--- config.mk ---
export PLATFORM = sky130hd
export DESIGN_NAME = ca_rule_engine
export DESIGN_NICKNAME = d
export VERILOG_FILES = /design/src/rtl/ca_rule_engine.sv
export SDC_FILE = /design/constraint.sdc
export NUM_CORES = 1
export LEC_CHECK = 0
export BUFFER_PORTS_ARGS = -buffer_cell sky130_fd_sc_hd__buf_2
export CAP_MARGIN = 25
export CORE_MARGIN = 4
export CORE_UTILIZATION = 60
export CTS_CLUSTER_DIAMETER = 60
export DETAILED_ROUTE_END_ITERATION = 8
export PLACE_DENSITY = 0.9
export SYNTH_ARGS = -nofsm -noshare
export SYNTH_HDL_FRONTEND = slang
export SYNTH_SLANG_ARGS = --single-unit
--- constraint.sdc ---
create_clock -name clk -period 5.3 [get_ports clk]
set_input_delay 1.06 -clock clk [delete_from_list [all_inputs] [get_ports clk]]
set_output_delay 1.06 -clock clk [all_outputs]
set_load 0.05 [all_outputs]
--- src/rtl/ca_rule_engine.sv ---
// -----------------------------------------------------------------------------
// ca_rule_engine
//
// Generates successive rows of a one-dimensional elementary cellular automaton
// and writes each one into the frame buffer. A row pointer advances on every
// write and wraps at the bottom of the buffer region. The first action after
// reset is to write the seed row (a single live cell) to row 0.
//
// One new generation is computed serially, one cell per clock, from the
// current generation `cur` into `nxt`. `nxt` drives the write data directly,
// so address and data are registered and stay stable while the write waits
// for a slot.
//
// Parameters
//   CELLS    - cells per row, also the width of wr_data
//   ROWS     - rows in the frame buffer region; the row pointer wraps at ROWS-1
//   SEED_POS - index of the single live cell in the seed row
//   WRAP     - 1: toroidal neighbours, 0: cells outside the row read as 0
//
// Ports
//   clk          in   system clock, all logic on the rising edge
//   rst          in   synchronous, active-low reset
//   step         in   one-cycle request for the next generation
//   rule         in   [7:0] Wolfram rule number, latched on an accepted step
//   init_rdy     in   frame buffer initialisation complete
//   wr_ok        in   write slot available (display blanking)
//   wr_en        out  frame buffer write strobe (one cycle per generation)
//   wr_addr      out  [6:0] row address
//   wr_data      out  [0:CELLS-1] row data, bit 0 is the leftmost cell
//   busy         out  high whenever the engine is not idle
//   rows_written out  [15:0] number of completed writes, wraps modulo 2^16
// -----------------------------------------------------------------------------
module ca_rule_engine #(
   parameter int CELLS    = 100,
   parameter int ROWS     = 75,
   parameter int SEED_POS = 50,
   parameter int WRAP     = 1
) (
   input  logic             clk,
   input  logic             rst,
   input  logic             step,
   input  logic [7:0]       rule,
   input  logic             init_rdy,
   input  logic             wr_ok,
   output logic             wr_en,
   output logic [6:0]       wr_addr,
   output logic [0:CELLS-1] wr_data,
   output logic             busy,
   output logic [15:0]      rows_written
);

   typedef enum logic [1:0] {
      IDLE    = 2'd0,
      CALC    = 2'd1,
      WAIT_WR = 2'd2
   } state_t;

   // Seed row: only cell SEED_POS alive. With the [0:CELLS-1] ordering bit 0
   // is the MSB, so shifting right moves the live cell to higher indices.
   localparam logic [0:CELLS-1] SEED     = {1'b1, {(CELLS-1){1'b0}}} >> SEED_POS;
   localparam logic [6:0]       LAST_IDX = 7'(CELLS - 1);
   localparam logic [6:0]       LAST_ROW = 7'(ROWS - 1);

   state_t           state_q;
   state_t           state_d;
   logic [0:CELLS-1] cur;
   logic [0:CELLS-1] nxt;
   logic [7:0]       rule_q;
   logic [6:0]       idx;
   logic [6:0]       row_ptr;
   logic [15:0]      rows_cnt;

   logic             l_bit;
   logic             c_bit;
   logic             r_bit;
   logic             write_now;

   // --------------------------------------------------------------------------
   // Neighbourhood of the cell currently being computed. The ends of the row
   // either wrap around to the opposite edge or read as a dead cell.
   // --------------------------------------------------------------------------
   // NOTE: every signal assigned in an always_comb block gets a default at the
   // top, so no path leaves it unassigned and no latch is inferred.
   always_comb begin
      l_bit = 1'b0;
      r_bit = 1'b0;
      c_bit = cur[idx];

      if (idx == 7'd0) begin
         l_bit = (WRAP != 0) ? cur[CELLS-1] : 1'b0;
      end else begin
         l_bit = cur[idx - 7'd1];
      end

      if (idx == LAST_IDX) begin
         r_bit = (WRAP != 0) ? cur[0] : 1'b0;
      end else begin
         r_bit = cur[idx + 7'd1];
      end
   end

   // --------------------------------------------------------------------------
   // Write strobe. Combinational so the write lands in the very cycle a slot
   // opens; gated by rst so nothing is written while reset is asserted.
   // --------------------------------------------------------------------------
   always_comb begin
      write_now = 1'b0;
      if ((state_q == WAIT_WR) && wr_ok && init_rdy && rst) begin
         write_now = 1'b1;
      end
   end

   // --------------------------------------------------------------------------
   // Next-state logic.
   // --------------------------------------------------------------------------
   always_comb begin
      state_d = state_q;
      case (state_q)
         IDLE: begin
            if (step) begin
               state_d = CALC;
            end
         end
         CALC: begin
            if (idx == LAST_IDX) begin
               state_d = WAIT_WR;
            end
         end
         WAIT_WR: begin
            if (write_now) begin
               state_d = IDLE;
            end
         end
         default: begin
            state_d = WAIT_WR;
         end
      endcase
   end

   // --------------------------------------------------------------------------
   // State register and datapath.
   //
   // Reset puts the engine straight into WAIT_WR with the seed in both row
   // registers, so the seed row is the first thing written, at address 0.
   // Reset takes effect from any state, which discards a partially computed
   // row without writing it.
   // --------------------------------------------------------------------------
   // NOTE: state is updated with non-blocking assignments so every register
   // samples the values from before the edge, independent of statement order.
   always_ff @(posedge clk) begin
      if (!rst) begin
         state_q  <= WAIT_WR;
         // NOTE: the row registers are plain flops, not a RAM, and must hold a
         // defined seed after reset, so they are reset like any other state.
         cur      <= SEED;
         nxt      <= SEED;
         rule_q   <= 8'd0;
         idx      <= 7'd0;
         row_ptr  <= 7'd0;
         rows_cnt <= 16'd0;
      end else begin
         state_q <= state_d;

         case (state_q)
            IDLE: begin
               // Rule is captured once per generation; later switch changes
               // wait for the next step.
               if (step) begin
                  rule_q <= rule;
                  idx    <= 7'd0;
               end
            end

            CALC: begin
               // {L,C,R} selects one bit of the rule, L being the MSB.
               nxt[idx] <= rule_q[{l_bit, c_bit, r_bit}];
               if (idx != LAST_IDX) begin
                  idx <= idx + 7'd1;
               end
            end

            WAIT_WR: begin
               if (write_now) begin
                  cur      <= nxt;
                  row_ptr  <= (row_ptr == LAST_ROW) ? 7'd0 : row_ptr + 7'd1;
                  rows_cnt <= rows_cnt + 16'd1;
               end
            end

            default: begin
            end
         endcase
      end
   end

   assign wr_en        = write_now;
   assign wr_addr      = row_ptr;
   assign wr_data      = nxt;
   assign busy         = (state_q != IDLE);
   assign rows_written = rows_cnt;

endmodule

Yosys cells after proc, flatten, opt, wreduce, memory -nomap -nowiden. Index checks and enable logic that the tools add are counted. Widths: inputs -> output; s select.

Reductions and logical operators: 12. Equality and inequality tests: 9. Order comparisons: 5. Multiplexer cells: 25. Bitwise operators: 3. $add $sub $neg: 4.

Operators by type and width (number): $bwmux 100 (1); $ge 8x8->1 const B (3); $not 7->8 (3); $bmux 1 s7 (3); $mux 7 (3); $add 16x1->16 const B (1); $add 7x1->7 const B (2); $eq 7x7->1 const B (2); $pmux 7 s2 (1); $mux 1 (11); $lt 8x1->1 const B (1); $ne 2x2->1 const B (4); $demux 1 s7 (1); $logic_not 7->1 (1); $ne 7x7->1 const B (1); $sub 7x1->7 const B (1); $mux 2 (3); $pmux 2 s3 (1); $reduce_and 3->1 (2); $logic_and 1x1->1 (4); $lt 3x4->1 const B (1); $reduce_and 2->1 (2); $reduce_bool 2->1 (2); $bmux 1 s3 (1); other kinds (3) (3).

Word-level logic and storage cells: 65. Register bits: 240. Output and inout bits: 125.

Longest topological paths before layout.
Depth in word-level cells: 9. Gate-level depth with buffers: 19. Gate-level depth less buffers: 12.

Worst setup path after synthesis. Ideal clock, no wire load.

Path kind: reg2reg. Start point: reg idx[0]. End point: reg nxt, in the netlist wr_data[79]. Path slack: 895 ps. Arrival: 4288 ps. Stages on the path, launching flop included: 20. Buffers on the path: 7. Setup time: 116 ps. Cell sequence: dfxtp_1 -> buf_2 -> buf_4 -> buf_4 -> clkinv_1 -> clkbuf_1 -> ha_1 -> buf_2 -> buf_2 -> a21oi_1 -> a21o_1 -> a211oi_1 -> a31oi_1 -> a311o_1 -> a32oi_4 -> mux2_4 -> or3b_4 -> nand4_4 -> buf_6 -> o21ai_2.

Cells in the longest elaborated chain, start to end: 9. Elaborated cells on any way between the ends: 26.

RTL lines: start, declared (line 69) `logic [6:0] idx;`; start signal, assigned (line 178) `idx <= idx + 7'd1;`; $add 7x1->7 or $sub 7x1->7 (tied branches) (line 98, 92); $not 7->8 (on tied branches) (line 98, 92); $bmux 1 s7 (on tied branches) (line 98, 92); $mux 1 (on tied branches) (2 in a row) (line 98, 92); $mux 1 (on tied branches) (line 95, 89); $bmux 1 s3 (line 176) `nxt[idx] <= rule_q[{l_bit, c_bit, r_bit}];`; $mux 1 (implied by the code) (line 176); $bwmux 100 (*) (line 176); end signal, assigned by index (line 176); end, declared (line 67) `logic [0:CELLS-1] nxt;`.

Mark *: on every way between the ends. The rest lies on a longest branch, timed or not. The select of a mux whose other input is x is not followed. A chain may end at the register's enable or synchronous reset.

Worst setup path in the final report.
Start point: reg idx[0]. End point: reg nxt, in the netlist wr_data[13].

Same word-level chain as after synthesis.

==> qor.csv <==
metric,value,unit
drv_cap,0,
clockBufferDepth,3,
async_reset_ff_frac,0,
synth_fp_nets,1622,
finalCritPeriodShare,0.915,
detail-route-antenna-nets,0,
r2r_start,idx[0]$_SDFFE_PN0P_,
rr_worst_depth,12,
synth_cell_types,71,
fin_crit,4850,ps
grt_overflow_total,0,
drt-total-wl,39100,um
clk_latency,530,ps
grt_pass1_vias,11700,
yosysTopAreaCellShare,0.374,
cp_max_fo,100,
whs_path_depth,2,
cts_tree,done,
ios,138,
cts-root-buf,clkbuf_16,
port_buffers,137,
grt_setup_unrepaired,false,
cpMaxStageDelayCell,buf_4,
cts_setup_buffers,0,
holdBufCountCts,0,
synth_commonest_cells,"nand2_1, dfxtp_1, nand3_1, a21boi_0, o21ai_0",
setup_violations,0,
grt_pass1_wl,61900,um
hold_path.class,register to register,
crit_path_start_kind,register,
pwr_density_cell,255,nW/um2
synth-edff-count,0,
fmaxAchievable,206,MHz
synth_cells,1603,
core_area,21000,um2
reg2reg_setup_slack,450,ps
clkSlewWorstSetupHoldPaths,70,ps
yosysSeqAreaShare,0.374,
syn_area,12900,um2
hold_end,rule_q[0]$_SDFFE_PN0P_,
gp_congestion,0.987,
critical_path.top_delay_family,simple AND/OR/NAND/NOR gates,
vdd_drop_max,212,uV
h-tree-depth,1,
die_h,154,um
cts-buffers-inserted,25,
avgViaCountPerCell,6.41,
setup_tns,0,ps
fin_util,0.687,
via_count,12500,
firstDrtPassIters,8,
avgSynthCellArea,8.02,um2
grt_max_degree,134,
hpwl,25900,um
drc_errors,0,
ys_top_cells_by_area,"dfxtp_1, nand2_1, nand3_1",
run_status,finished clean,
diodes,0,
clock-sinks,240,
drt-initial-drc-count,1602,
rows,53,
dieArea,23800,um2
die-width,154,um
cts-resized-gates,0,
critPathRequiredTime,5690,ps
final-hold-violation-count,0,
synth.largest_area_cell,dfxtp_1,
synth_most_common_cell,nand2_1,
drive_above_1_share,0.184,
synth-seq-cells,240,
worst_slew_pin_slew,1060,ps
leakage,4.93,nW
areaGrowthSynthToFinish,12.4,%
grtUsageTotal,0.313,
criticalPathCategory,register to register,
synth-main-ff-cell,dfxtp_1,
fin_skew,21.0,ps
critical_path.n_buffers_inverters,2,
fin_nets,1682,
antenna_found_initial,0,
crit_path_end_kind,register,
wl_per_cell,20.0,um
cpPeakStageDelay,720,ps
slew_viol_final,0,
path_cells,buf_4 -> nand2_1 -> or2_2 -> xnor2_1 -> and4_1 -> a221oi_1 -> a32oi_4 -> mux2_4 -> or3b_4 -> nand4_4 -> buf_12 -> o21ai_0,
initial_core_util,0.612,
max_slew_margin,0.294,
crit_arrival,5240,ps
timing.rr.end,wr_data[13]$_SDFFE_PN0P_,
yosysWarnings,0,
min-delay-start,rule_q[0]$_SDFFE_PN0P_,
-- worst max-delay path by stage --
stage,start,endpoint,slack [ps],depth (start not counted)
3_3_place_gp,idx[0]$_SDFFE_PN0P_,wr_data[67]$_SDFFE_PN0P_,740,12
3_5_place_dp,idx[0]$_SDFFE_PN0P_,wr_data[25]$_SDFFE_PN0P_,610,12
5_1_grt,idx[0]$_SDFFE_PN0P_,wr_data[14]$_SDFFE_PN0P_,230,12
6_report,idx[0]$_SDFFE_PN0P_,wr_data[13]$_SDFFE_PN0P_,450,12
4_1_cts,idx[0]$_SDFFE_PN0P_,wr_data[25]$_SDFFE_PN0P_,580,12
2_1_floorplan,idx[0]$_SDFFE_PN0P_,wr_data[79]$_SDFFE_PN0P_,900,19
-- per-layer routing --
layer	vias up	part of all wire	global-route usage
li1	5747	-	-
met5	-	0	0
met4	0	0.045	0.152
met2	710	0.46	0.497
met1	5938	0.39	0.416
met3	131	0.097	0.0568
-- placed cells by master, fill, tap and decap left out, types with 6 or more instances in the layout --
cell type	instances
dfxtp_1	238
nand4_1	14
mux4_2	37
nor2b_1	6
clkbuf_8	9
xnor2_1	13
a21boi_0	115
o21ai_0	99
mux2i_1	19
nand3_1	221
nand2b_1	11
o22ai_1	19
mux2_2	14
a211oi_1	9
inv_1	7
or3_1	11
and2_1	23
buf_2	136
nand2_1	396
buf_4	37
o21ai_1	23
nor2_1	38
a21oi_1	17
nor3_1	13
clkbuf_16	25
o221ai_1	9
o21ai_2	10
or2_2	6
xor2_1	9
-- power by group --
| group | total (mW) | internal, mW | switching (mW) |
|---|---|---|---|
| Combinational | 0.149 | 0.0385 | 0.111 |
| Sequential | 1.82 | 1.81 | 0.00621 |
| Clock | 1.72 | 1.01 | 0.715 |
| Total | 3.69 | 2.86 | 0.832 |
-- cells by family (layout without fill, tap and decap cells) --
| family | count (synthesis) | in the layout | synth area share |
|---|---|---|---|
| compound gates | 333 | 333 | 0.173 |
| xor+xnor | 27 | 27 | 0.0216 |
| flops | 240 | 240 | 0.374 |
| simple gates | 768 | 768 | 0.269 |
| buf+inv | 153 | 228 | 0.0541 |
| fa+ha+maj | 6 | 6 | 0.00584 |
| mux | 76 | 76 | 0.103 |
-- metrics by stage --
step / area, um2 / hold slack [ps] / worst slack, ps / instances / total power [mW]
6_report: 14400 / 473 / 449 / 1953 / 3.69
3_3_place_gp: 13500 / 462 / 742 / 1905 / 2.00
3_5_place_dp: 13600 / 462 / 614 / 1906 / 2.00
2_1_floorplan: 12900 / 440 / 895 / 1603 / 1.97
5_1_grt: 14400 / 492 / 235 / 1953 / 3.77
4_1_cts: 14400 / 473 / 579 / 1948 / 3.69
-- cell type report --
type | instances | area [um2]
timing repair buffer | 178 | 1060
multi-input combinational | 1210 | 7400
clock buffer | 34 | 729
inverter | 8 | 30.0
clock inverter | 8 | 76.3
fill | 1646 | 6580
tap | 275 | 344
sequential | 240 | 4810
-- state kept, by name, summed over array words and instances, names as in the netlist --
register	count
wr_data	100
wr_addr	7
state_q	2
rows_written	16
idx	7
cur	100
rule_q	8
-- worst reg2reg max path, delay by kind of cell, from the launching register on --
family | cells | cell delay (ps)
AOI/OAI and AO/OA | 3 | 710
buffers and inverters | 2 | 1080
xor gates and xnor gates | 1 | 540
DFF | 1 | 460
muxes | 1 | 340
and+or+nand+nor | 5 | 1600
Power figures use the tool's default switching activity.
